**src/rtl/flags_cond_unit.sv**
```systemverilog
// Condition-flag register (NZCV) with same-cycle forwarding into an ARM
// condition evaluator, a one-entry response register with valid/ready
// handshake, and a saturating counter of taken conditions.
module flags_cond_unit (
    input  logic        clk,
    input  logic        rst_n,
    input  logic        flag_wr_valid,
    input  logic [3:0]  flag_wr_mask,
    input  logic        alu_negative,
    input  logic        alu_zero,
    input  logic        alu_carry,
    input  logic        alu_overflow,
    input  logic        msr_valid,
    input  logic [3:0]  msr_data,
    input  logic        cond_req_valid,
    input  logic [3:0]  cond_code,
    output logic        cond_req_ready,
    output logic        cond_resp_valid,
    output logic        cond_taken,
    output logic        cond_undef,
    input  logic        cond_resp_ready,
    output logic [3:0]  apsr_nzcv,
    output logic        carry_to_alu,
    output logic [15:0] taken_count
);

    typedef enum logic {S_EMPTY = 1'b0, S_FULL = 1'b1} resp_state_t;

    resp_state_t state, state_nxt;
    logic [3:0]  apsr_q;
    logic [3:0]  alu_nzcv;
    logic [3:0]  fwd_nzcv;
    logic        fn, fz, fc, fv;
    logic        eval_taken, eval_undef;
    logic        req_accept;
    logic        taken_q, undef_q;
    logic [15:0] cnt_q;

    assign alu_nzcv = {alu_negative, alu_zero, alu_carry, alu_overflow};

    // Forwarded flags: the value apsr will hold after this cycle's write.
    // MSR wins outright; an ALU write only touches its masked bits.
    always_comb begin
        fwd_nzcv = apsr_q;
        if (msr_valid)
            fwd_nzcv = msr_data;
        else if (flag_wr_valid)
            fwd_nzcv = (apsr_q & ~flag_wr_mask) | (alu_nzcv & flag_wr_mask);
    end

    assign {fn, fz, fc, fv} = fwd_nzcv;

    // ARM condition decode against the forwarded flags.
    always_comb begin
        eval_taken = 1'b0;
        eval_undef = 1'b0;
        case (cond_code)
            4'd0:  eval_taken = fz;
            4'd1:  eval_taken = !fz;
            4'd2:  eval_taken = fc;
            4'd3:  eval_taken = !fc;
            4'd4:  eval_taken = fn;
            4'd5:  eval_taken = !fn;
            4'd6:  eval_taken = fv;
            4'd7:  eval_taken = !fv;
            4'd8:  eval_taken = fc && !fz;
            4'd9:  eval_taken = !fc || fz;
            4'd10: eval_taken = (fn == fv);
            4'd11: eval_taken = (fn != fv);
            4'd12: eval_taken = !fz && (fn == fv);
            4'd13: eval_taken = fz || (fn != fv);
            4'd14: eval_taken = 1'b1;
            default: begin
                eval_taken = 1'b0;
                eval_undef = 1'b1;
            end
        endcase
    end

    // Ready whenever the output slot is empty or draining this cycle; reads
    // as empty during reset, but nothing is accepted while rst_n is low.
    assign cond_req_ready = !rst_n || (state == S_EMPTY) || cond_resp_ready;
    assign req_accept     = rst_n && cond_req_valid && cond_req_ready;

    // Response slot next-state.
    always_comb begin
        state_nxt = state;
        case (state)
            S_EMPTY: if (req_accept) state_nxt = S_FULL;
            S_FULL: begin
                if (req_accept)           state_nxt = S_FULL;
                else if (cond_resp_ready) state_nxt = S_EMPTY;
            end
            default: state_nxt = S_EMPTY;
        endcase
    end

    // Response slot state register.
    always_ff @(posedge clk) begin
        if (!rst_n) state <= S_EMPTY;
        else        state <= state_nxt;
    end

    // Response payload: loaded only on accept, so a held result never
    // tracks later flag changes.
    always_ff @(posedge clk) begin
        if (!rst_n) begin
            taken_q <= 1'b0;
            undef_q <= 1'b0;
        end else if (req_accept) begin
            taken_q <= eval_taken;
            undef_q <= eval_undef;
        end
    end

    // Architectural flag register commits the forwarded value.
    always_ff @(posedge clk) begin
        if (!rst_n) apsr_q <= 4'b0000;
        else        apsr_q <= fwd_nzcv;
    end

    // Saturating taken counter; undefined codes never evaluate taken.
    always_ff @(posedge clk) begin
        if (!rst_n)
            cnt_q <= 16'h0000;
        else if (req_accept && eval_taken && cnt_q != 16'hFFFF)
            cnt_q <= cnt_q + 16'd1;
    end

    assign cond_resp_valid = (state == S_FULL);
    assign cond_taken      = taken_q;
    assign cond_undef      = undef_q;
    assign apsr_nzcv       = apsr_q;
    assign carry_to_alu    = apsr_q[1];
    assign taken_count     = cnt_q;

endmodule
```
**config.mk**
```make
export PLATFORM = sky130hd
export DESIGN_NAME = flags_cond_unit
export DESIGN_NICKNAME = d
export VERILOG_FILES = /design/src/rtl/flags_cond_unit.sv
export SDC_FILE = /design/constraint.sdc
export NUM_CORES = 1
export LEC_CHECK = 0
export ABC_AREA = 1
export CAP_MARGIN = 20
export CORE_ASPECT_RATIO = 0.8
export CORE_MARGIN = 3
export CORE_UTILIZATION = 49
export DETAILED_ROUTE_END_ITERATION = 16
export GPL_TIMING_DRIVEN = 0
export PLACE_DENSITY = 0.82
export SETUP_SLACK_MARGIN = 0.3
export SYNTH_ARGS = -nofsm -noshare
export SYNTH_HDL_FRONTEND = slang
export SYNTH_SLANG_ARGS = --single-unit
```
**constraint.sdc**
```tcl
create_clock -name clk -period 3.8 [get_ports clk]
set_input_delay 0.76 -clock clk [delete_from_list [all_inputs] [get_ports clk]]
set_output_delay 0.76 -clock clk [all_outputs]
set_load 0.05 [all_outputs]
```
# Word-level counts from Yosys, hierarchy flattened

Index checks and enable logic that the tools add are counted.

Logic and storage cells: 53
Register bits: 23
Output and inout port bits: 25
Input bits: 22

Bitwise gates (word level): 5
Multiplexer cells: 8
$add $sub $neg: 1
Reduce and logical (&&, ||, !) cells: 17
Equality and inequality tests: 17

Operator list:

| kind                  | number |
|---|---|
| $eq 4x4->1 const B    | 7 |
| $add 16x1->16 const B | 1 |
| $eq 4x3->1 const B    | 4 |
| $ne 16x16->1 const B  | 1 |
| $pmux 1 s15           | 1 |
| $reduce_or 15->1      | 1 |
| $and 4x4->4           | 2 |
| $eq 4x2->1 const B    | 2 |
| $mux 4                | 2 |
| $logic_and 1x1->1     | 6 |
| $logic_not 1->1       | 5 |
| $eq 4x1->1 const B    | 1 |
| $logic_not 4->1       | 1 |
| $logic_or 1x1->1      | 4 |
| $mux 1                | 4 |
| $not 4->4             | 1 |
| $or 4x4->4            | 1 |
| $pmux 1 s2            | 1 |
| $eq 1x1->1            | 1 |
| $ne 1x1->1            | 1 |
| $not 1->1             | 1 |

# Longest topological paths before layout

Gate-level depths: netlist (run 1).

Depth after elaboration: 10
Depth in mapped cells: 17
Mapped depth without buffers: 16

# Least setup slack after synthesis (run 1)

No wires, ideal clock.

Path kind: register to register
From: reg cnt_q[1], in the netlist taken_count[1]
To: reg cnt_q[13], in the netlist taken_count[13]
Path buffers: 1
Cell stages (with the launch flop): 11
Arrival: 2.150 ns
Data required time: 3.731 ns
Setup slack: 1.581 ns
Library setup time: 0.069 ns
Path through: dfxtp_1 > ha_1 > nand2_1 > nor2_2 > nand2_1 > nor3_4 > nand4_4 > nand3_4 > buf_8 > nand2_1 > a21oi_2

Cells in the longest elaborated chain, start to end: 2

Ends and longest elaborated chain:

| item                                                  | RTL line | text |
|---|---|---|
| start: declaration                                    | 37       | `logic [15:0] cnt_q;` |
| start signal: assignment                              | 127      | `cnt_q <= cnt_q + 16'd1;` |
| branches (longest 2 deep; another with $add 16x1->16) | -        |  |

Parallel ways; which one is timed is not known.
A chain may end at the register's enable or synchronous reset.

# Final worst setup path (run 1)

From: in rst_n
To: out cond_req_ready

Cells in the longest elaborated chain, start to end: 3

Ends and longest elaborated chain:

| item                          | RTL line | text |
|---|---|---|
| start: declaration            | 6        | `input logic rst_n,` |
| $logic_not 1->1               | -        |  |
| $logic_or 1x1->1 (2 in a row) | 82       | `assign cond_req_ready = !rst_n \|\| (state == S_EMPTY) \|\| cond_resp_ready;` |
| end: declaration              | 17       | `output logic cond_req_ready,` |

No other way between the ends.

==> results of run 1 <==
## layout by cell type (no fill, tap or decap), types with 2 or more instances in the layout
cell and instances:
buf_2 2, clkdlybuf4s50_1 45, nand3_1 24, a21oi_1 11, nand2_1 61, inv_2 4, clkinv_1 2, a21oi_2 6
xor2_1 6, nor2_1 19, inv_1 22, buf_4 2, nand3_2 3, dfxtp_1 23, clkbuf_8 3, nand2_2 11
xnor2_1 7, nand4_1 18
## cells by family after synthesis
logic type / Yosys count
adder cells (fa/ha/maj): 1
AO/OA/AOI/OAI: 20
AND/OR/NAND/NOR: 145
XOR/XNOR: 13
buffers and inverters: 35
flip-flops: 23
## layout make-up
cell class,count,area [sq um]
Fill cell,266,792
Multi-Input combinational cell,179,997
Clock inverter,1,7.51
Timing Repair Buffer,45,450
Inverter,28,105
Clock buffer,3,41.3
Buffer,7,55.1
Sequential cell,23,460
Tap cell,38,47.5
## final timing paths
kind / depth (start not counted) / slack, ns / to
worst max register to register: 10 / 1.67 / taken_count[13]$_SDFFE_PN0P_
worst min register to register: 2 / 0.48 / cond_taken$_SDFFE_PN0P_
worst max-delay path: 3 / 0.77 / cond_req_ready
worst min-delay path: 2 / 0.48 / cond_taken$_SDFFE_PN0P_
## metal layers
layer	wire length, microns	GRT usage
met1	2230	0.343
met2	1810	0.331
met3	279	0.0405
met4	27	0.0383
met5	0	0
## registers in the layout, summed over array words and instances (netlist names)
register         flops
cond_resp_valid      1
taken_count         16
apsr_nzcv            4
cond_undef           1
cond_taken           1
## power by group through the flow
stage                     Sequential [mW]  Clock [mW]  Combinational, mW
after CTS                           0.250       0.163              0.158
after global routing                0.252       0.173              0.171
after detailed placement            0.256           0              0.157
final                               0.250       0.159              0.159
after global placement              0.256           0              0.155
after floorplan                     0.276           0             0.0799
## critical path, stage by stage
cell and delay [ns]:
clkdlybuf4s50_1 0.54, nand3_1 0.16, clkdlybuf4s50_1 0.81
## through the flow
stage / std cells / power [mW] / setup WS (ns) / hold WS (ns) / utilization
floorplan: 237 / 0.356 / 1.58 / 0.687 / -
global placement: 320 / 0.411 / 0.766 / 0.461 / 0.716
detailed placement: 320 / 0.413 / 0.756 / 0.465 / 0.716
CTS: 324 / 0.571 / 0.754 / 0.486 / 0.732
global route: 324 / 0.596 / 0.684 / 0.517 / 0.732
finish: 324 / 0.568 / 0.767 / 0.480 / 0.732
==> results.sh, run 1 <==
export IMPL_outcome="completed"
export IMPL_p_leak_nw=0.885
export IMPL_grt_overflow=0
export IMPL_ys_seq_area_frac=0.285
export IMPL_cts_resized=0
export IMPL_drtIter0Drc=192
export IMPL_hp_start="cond_taken$_SDFFE_PN0P_"
export IMPL_clk_path_buf_depth=2
export IMPL_vias=1704
export IMPL_die_w_microns=70.2
export IMPL_cts_root_buf="clkbuf_8"
export IMPL_clk_transition_reported_paths_ns=0.09
export IMPL_dr_pass1_iters=6
export IMPL_drc=0
export IMPL_area_delta_synth_final_pct=33.8
export IMPL_gp_congestion=0.898
export IMPL_cp_end_kind="output pin"
export IMPL_p_seq_frac=0.441
export IMPL_netSwitchingPower_mw=0.188
export IMPL_ys_ff_latch=23
export IMPL_timing_rr_start="taken_count[0]$_SDFFE_PN0P_"
export IMPL_synth_xor_area_frac=0.0704
export IMPL_viasPerCell=5.26
export IMPL_grt_pass1_vias=1562
export IMPL_cts_setup_buffers=0
export IMPL_cts_sinks=23
export IMPL_critPathLaunch="rst_n"
export IMPL_p_int_mw=0.380
export IMPL_grt_pass1_wl_microns=7470
export IMPL_clk_latency_ns=0.27
export IMPL_finalWirelength_microns=4340
export IMPL_grt_max_degree=15
export IMPL_h_tree_depth=1
export IMPL_synth_edf_count=0
export IMPL_arrival_ns=2.27
export IMPL_dieArea_sq_um=4030
export IMPL_pin_count=47
export IMPL_path_class="in2out"
export IMPL_setup_violations_final=0
export IMPL_grt_util_all_layers=0.225
export IMPL_antenna_found_initial=0
export IMPL_synth_simple_area_share=0.455
export IMPL_synth_net_count=260
export IMPL_die_h_microns=57.4
export IMPL_fin_area_sq_um=2160
export IMPL_avgSynthCellArea_sq_um=6.83
export IMPL_ant_nets=0
export IMPL_relSlewSlack=0.568
export IMPL_place_port_buffers=45
export IMPL_synth_cell_types=32
export IMPL_synth_warnings=0
export IMPL_ir_drop_v=0.000233
export IMPL_tightestPinTransition_ns=0.648
export IMPL_cap_violations=0
export IMPL_synth_ff_type="dfxtp_1"
export IMPL_holdCritPathClass="reg2reg"
export IMPL_dpl_cell_area_sq_um=2120
export IMPL_diodes=0
export IMPL_critPathRequiredTime_ns=3.04
export IMPL_routedWlPerCell_microns=13.4
export IMPL_nets=310
export IMPL_hold_buffers=0
export IMPL_setup_tns_final_ns=0
export IMPL_ys_top_cells_by_area="dfxtp_1 28%, nand2_1 14%, nand3_1 7.4%"
export IMPL_fmax_mhz=330
export IMPL_synth_mux_area_fraction=0
export IMPL_finalHoldViolCount=0
export IMPL_synth_top_area_frac=0.285
export IMPL_synth_compound_area_frac=0.0835
export IMPL_syn_cell_area_sq_um=1620
export IMPL_finalClockSkew_ns=0.00262
export IMPL_synth_top_family_by_area="simple AND/OR/NAND/NOR gates"
export IMPL_combPwrFrac=0.279
export IMPL_synth_adder_area_share=0.00773
export IMPL_yosysTopAreaCell="dfxtp_1"
export IMPL_pwr_density_cell_nw_per_um2=262
export IMPL_synth_most_common_cell="nand2_1"
export IMPL_layout_drive_gt1_share=0.143
export IMPL_netlist_top_cells_count="61 x nand2_1, 24 x nand3_1, 23 x dfxtp_1"
export IMPL_synthCells=237
export IMPL_fin_crit_sh=0.798
export IMPL_initial_core_util=0.547
export IMPL_period_minus_slack_ns=3.03
export IMPL_worstPathMaxFanout=7
export IMPL_cts_buffers_inserted=3
export IMPL_cp_start_kind="primary input"
export IMPL_fp_coreArea_sq_um=2960
export IMPL_switching_share=0.330
export IMPL_rows=17
export IMPL_cts_tree="yes"
export IMPL_drv_slew=0
export IMPL_rsz0062_at_grt="no"
export IMPL_pwr_share_clk=0.280
export IMPL_synthArstFlopShare=0
export IMPL_hpwl_microns=3450
(Power assumes the default switching activity.)
==> inputs of run 2 (changes only) <==
--- a/config.mk
+++ b/config.mk
@@ -9,10 +9,10 @@
 export CAP_MARGIN = 20
 export CORE_ASPECT_RATIO = 0.8
 export CORE_MARGIN = 3
-export CORE_UTILIZATION = 49
+export CORE_UTILIZATION = 43
 export DETAILED_ROUTE_END_ITERATION = 16
 export GPL_TIMING_DRIVEN = 0
-export PLACE_DENSITY = 0.82
+export PLACE_DENSITY = 0.76
 export SETUP_SLACK_MARGIN = 0.3
 export SYNTH_ARGS = -nofsm -noshare
 export SYNTH_HDL_FRONTEND = slang
==> constraint.sdc (replaced) <==
create_clock -name clk -period 2.66 [get_ports clk]
set_input_delay 0.532 -clock clk [delete_from_list [all_inputs] [get_ports clk]]
set_output_delay 0.532 -clock clk [all_outputs]
set_load 0.05 [all_outputs]
==> results.sh, run 2 (synthesis gave the netlist of run 1 again) <==
export IMPL_pwr_density_cell_nw_per_um2=373
export IMPL_tightestPinTransition_ns=0.688
export IMPL_fmax_mhz=433
export IMPL_diodes=0
export IMPL_cts_tree="yes"
export IMPL_path_class="in2out"
export IMPL_wl_met2_microns=1770
export IMPL_nets=312
export IMPL_holdCritPathClass="reg2reg"
export IMPL_hold_buffers=0
export IMPL_viasPerCell=5.17
export IMPL_fin_util=0.631
export IMPL_cp_end_kind="output pin"
export IMPL_pin_count=47
export IMPL_finalClockSkew_ns=0.00889
export IMPL_clk_latency_ns=0.28
export IMPL_outcome="completed"
export IMPL_hpwl_microns=3260
export IMPL_ir_drop_v=0.000275
export IMPL_fin_crit_sh=0.868
export IMPL_drt_met1_wl_microns=2240
export IMPL_place_port_buffers=45
export IMPL_vias=1706
export IMPL_grt_max_degree=15
export IMPL_clk_path_buf_depth=2
export IMPL_grt_overflow=0
export IMPL_fp_coreArea_sq_um=3520
export IMPL_dieArea_sq_um=4540
export IMPL_fin_area_sq_um=2220
export IMPL_ant_nets=0
export IMPL_p_leak_nw=0.932
export IMPL_cts_root_buf="clkbuf_8"
export IMPL_final_common_cell="nand2_1"
export IMPL_rows=19
export IMPL_h_tree_depth=1
export IMPL_largest_reg_flops=16
export IMPL_drv_slew=0
export IMPL_dpl_cell_area_sq_um=2120
export IMPL_critPathRequiredTime_ns=2.13
export IMPL_worstPathMaxFanout=7
export IMPL_cap_violations=0
export IMPL_setup_tns_final_ns=0
export IMPL_fillerInstances=339
export IMPL_dp_slack_ns=0.0883
export IMPL_antenna_found_initial=0
export IMPL_cts_sinks=23
export IMPL_relSlewSlack=0.542
export IMPL_grt_pass1_vias=1552
export IMPL_finalHoldViolCount=0
export IMPL_finalWirelength_microns=4310
export IMPL_grt_pass1_wl_microns=7050
export IMPL_period_minus_slack_ns=2.31
export IMPL_area_delta_synth_final_pct=37.1
export IMPL_routed_wl_met3_microns=276
export IMPL_cts_buffers_inserted=3
export IMPL_setup_violations_final=0
export IMPL_clk_transition_reported_paths_ns=0.09
export IMPL_grt_util_all_layers=0.200
export IMPL_top_layer="met4"
export IMPL_final_cell_mix="61 x nand2_1, 41 x clkdlybuf4s50_1, 24 x nand3_1, 23 x dfxtp_1, 22 x inv_1"
export IMPL_cp_start_kind="primary input"
export IMPL_arrival_ns=1.78
export IMPL_dr_pass1_iters=4
export IMPL_initial_core_util=0.460
export IMPL_rsz0062_at_grt="no"
export IMPL_die_w_microns=74.6
export IMPL_layout_drive_gt1_share=0.149
export IMPL_layout_setup_ws_ns=0.352
export IMPL_die_h_microns=60.9
export IMPL_routedWlPerCell_microns=13.1
export IMPL_gp_congestion=0.868
export IMPL_drc=0
export IMPL_drtIter0Drc=109
-- run 2: changes by cell type in the layout (fill, tap and decap cells not counted), sizes merged --
cell	change
clkdlybuf4s50	-4
dlygate4sd2	+1
clkbuf	+1
dlymetal6s2s	+3
buf	+1
-- run 2: path summary, 6_finish.rpt --
check,to,start,slack (ns),cells after the start
setup / recovery,cond_req_ready,rst_n,0.35,3
hold / removal,cond_taken$_SDFFE_PN0P_,cond_taken$_SDFFE_PN0P_,0.48,2
setup reg to reg,taken_count[13]$_SDFFE_PN0P_,taken_count[0]$_SDFFE_PN0P_,0.52,10
hold reg to reg,cond_taken$_SDFFE_PN0P_,cond_taken$_SDFFE_PN0P_,0.48,2
-- run 2: worst max-delay path, cell delays in order --
cell and delay (ns):
clkdlybuf4s50_1 0.55, nand3_1 0.16, dlygate4sd2_1 0.54
-- run 2: where the power goes --
part           switching, mW  total (mW)  internal (mW)
sequential           0.00566       0.358          0.353
clock                  0.128       0.234          0.106
combinational          0.142       0.235         0.0923
-- run 2: layout make-up --
cell class                      instances  area (sq um)  area share
Multi-Input combinational cell        179          1010       0.454
Timing Repair Buffer                   47           489       0.221
Inverter                               28           105      0.0474
Buffer                                  7          55.1      0.0248
Clock inverter                          1          7.51     0.00338
Sequential cell                        23           460       0.208
Tap cell                               42          52.6      0.0237
Clock buffer                            3          41.3      0.0186
-- run 2: metal layers --
| layer | GRT usage | vias to the layer above |
|---|---|---|
| met5 | 0 | - |
| met4 | 0.0508 | 0 |
| met3 | 0.0430 | 7 |
| met2 | 0.275 | 56 |
| met1 | 0.311 | 763 |
| li1 | - | 880 |
-- run 2: timing repair --
action | CTS | global route
setup buffers | 0 | 1
gates cloned | 0 | 1
resized for setup | 1 | 5
pin swaps | 0 | 2
endpoints found under the setup margin | 1 | 13
-- run 2: stage by stage --
step / instances / power (mW) / hold slack (ns)
floorplan: 237 / 0.509 / 0.639
global placement: 324 / 0.588 / 0.466
detailed placement: 324 / 0.589 / 0.463
CTS: 328 / 0.821 / 0.482
global route: 330 / 0.863 / 0.506
finish: 330 / 0.827 / 0.480
==> inputs of run 3 (changes only) <==
--- a/config.mk
+++ b/config.mk
@@ -14,6 +14,7 @@
 export GPL_TIMING_DRIVEN = 0
 export PLACE_DENSITY = 0.76
 export SETUP_SLACK_MARGIN = 0.3
+export SLEW_MARGIN = 20
 export SYNTH_ARGS = -nofsm -noshare
 export SYNTH_HDL_FRONTEND = slang
 export SYNTH_SLANG_ARGS = --single-unit
==> results of run 3 <==
Final layout, timing and power as in run 2 (identical DEF).
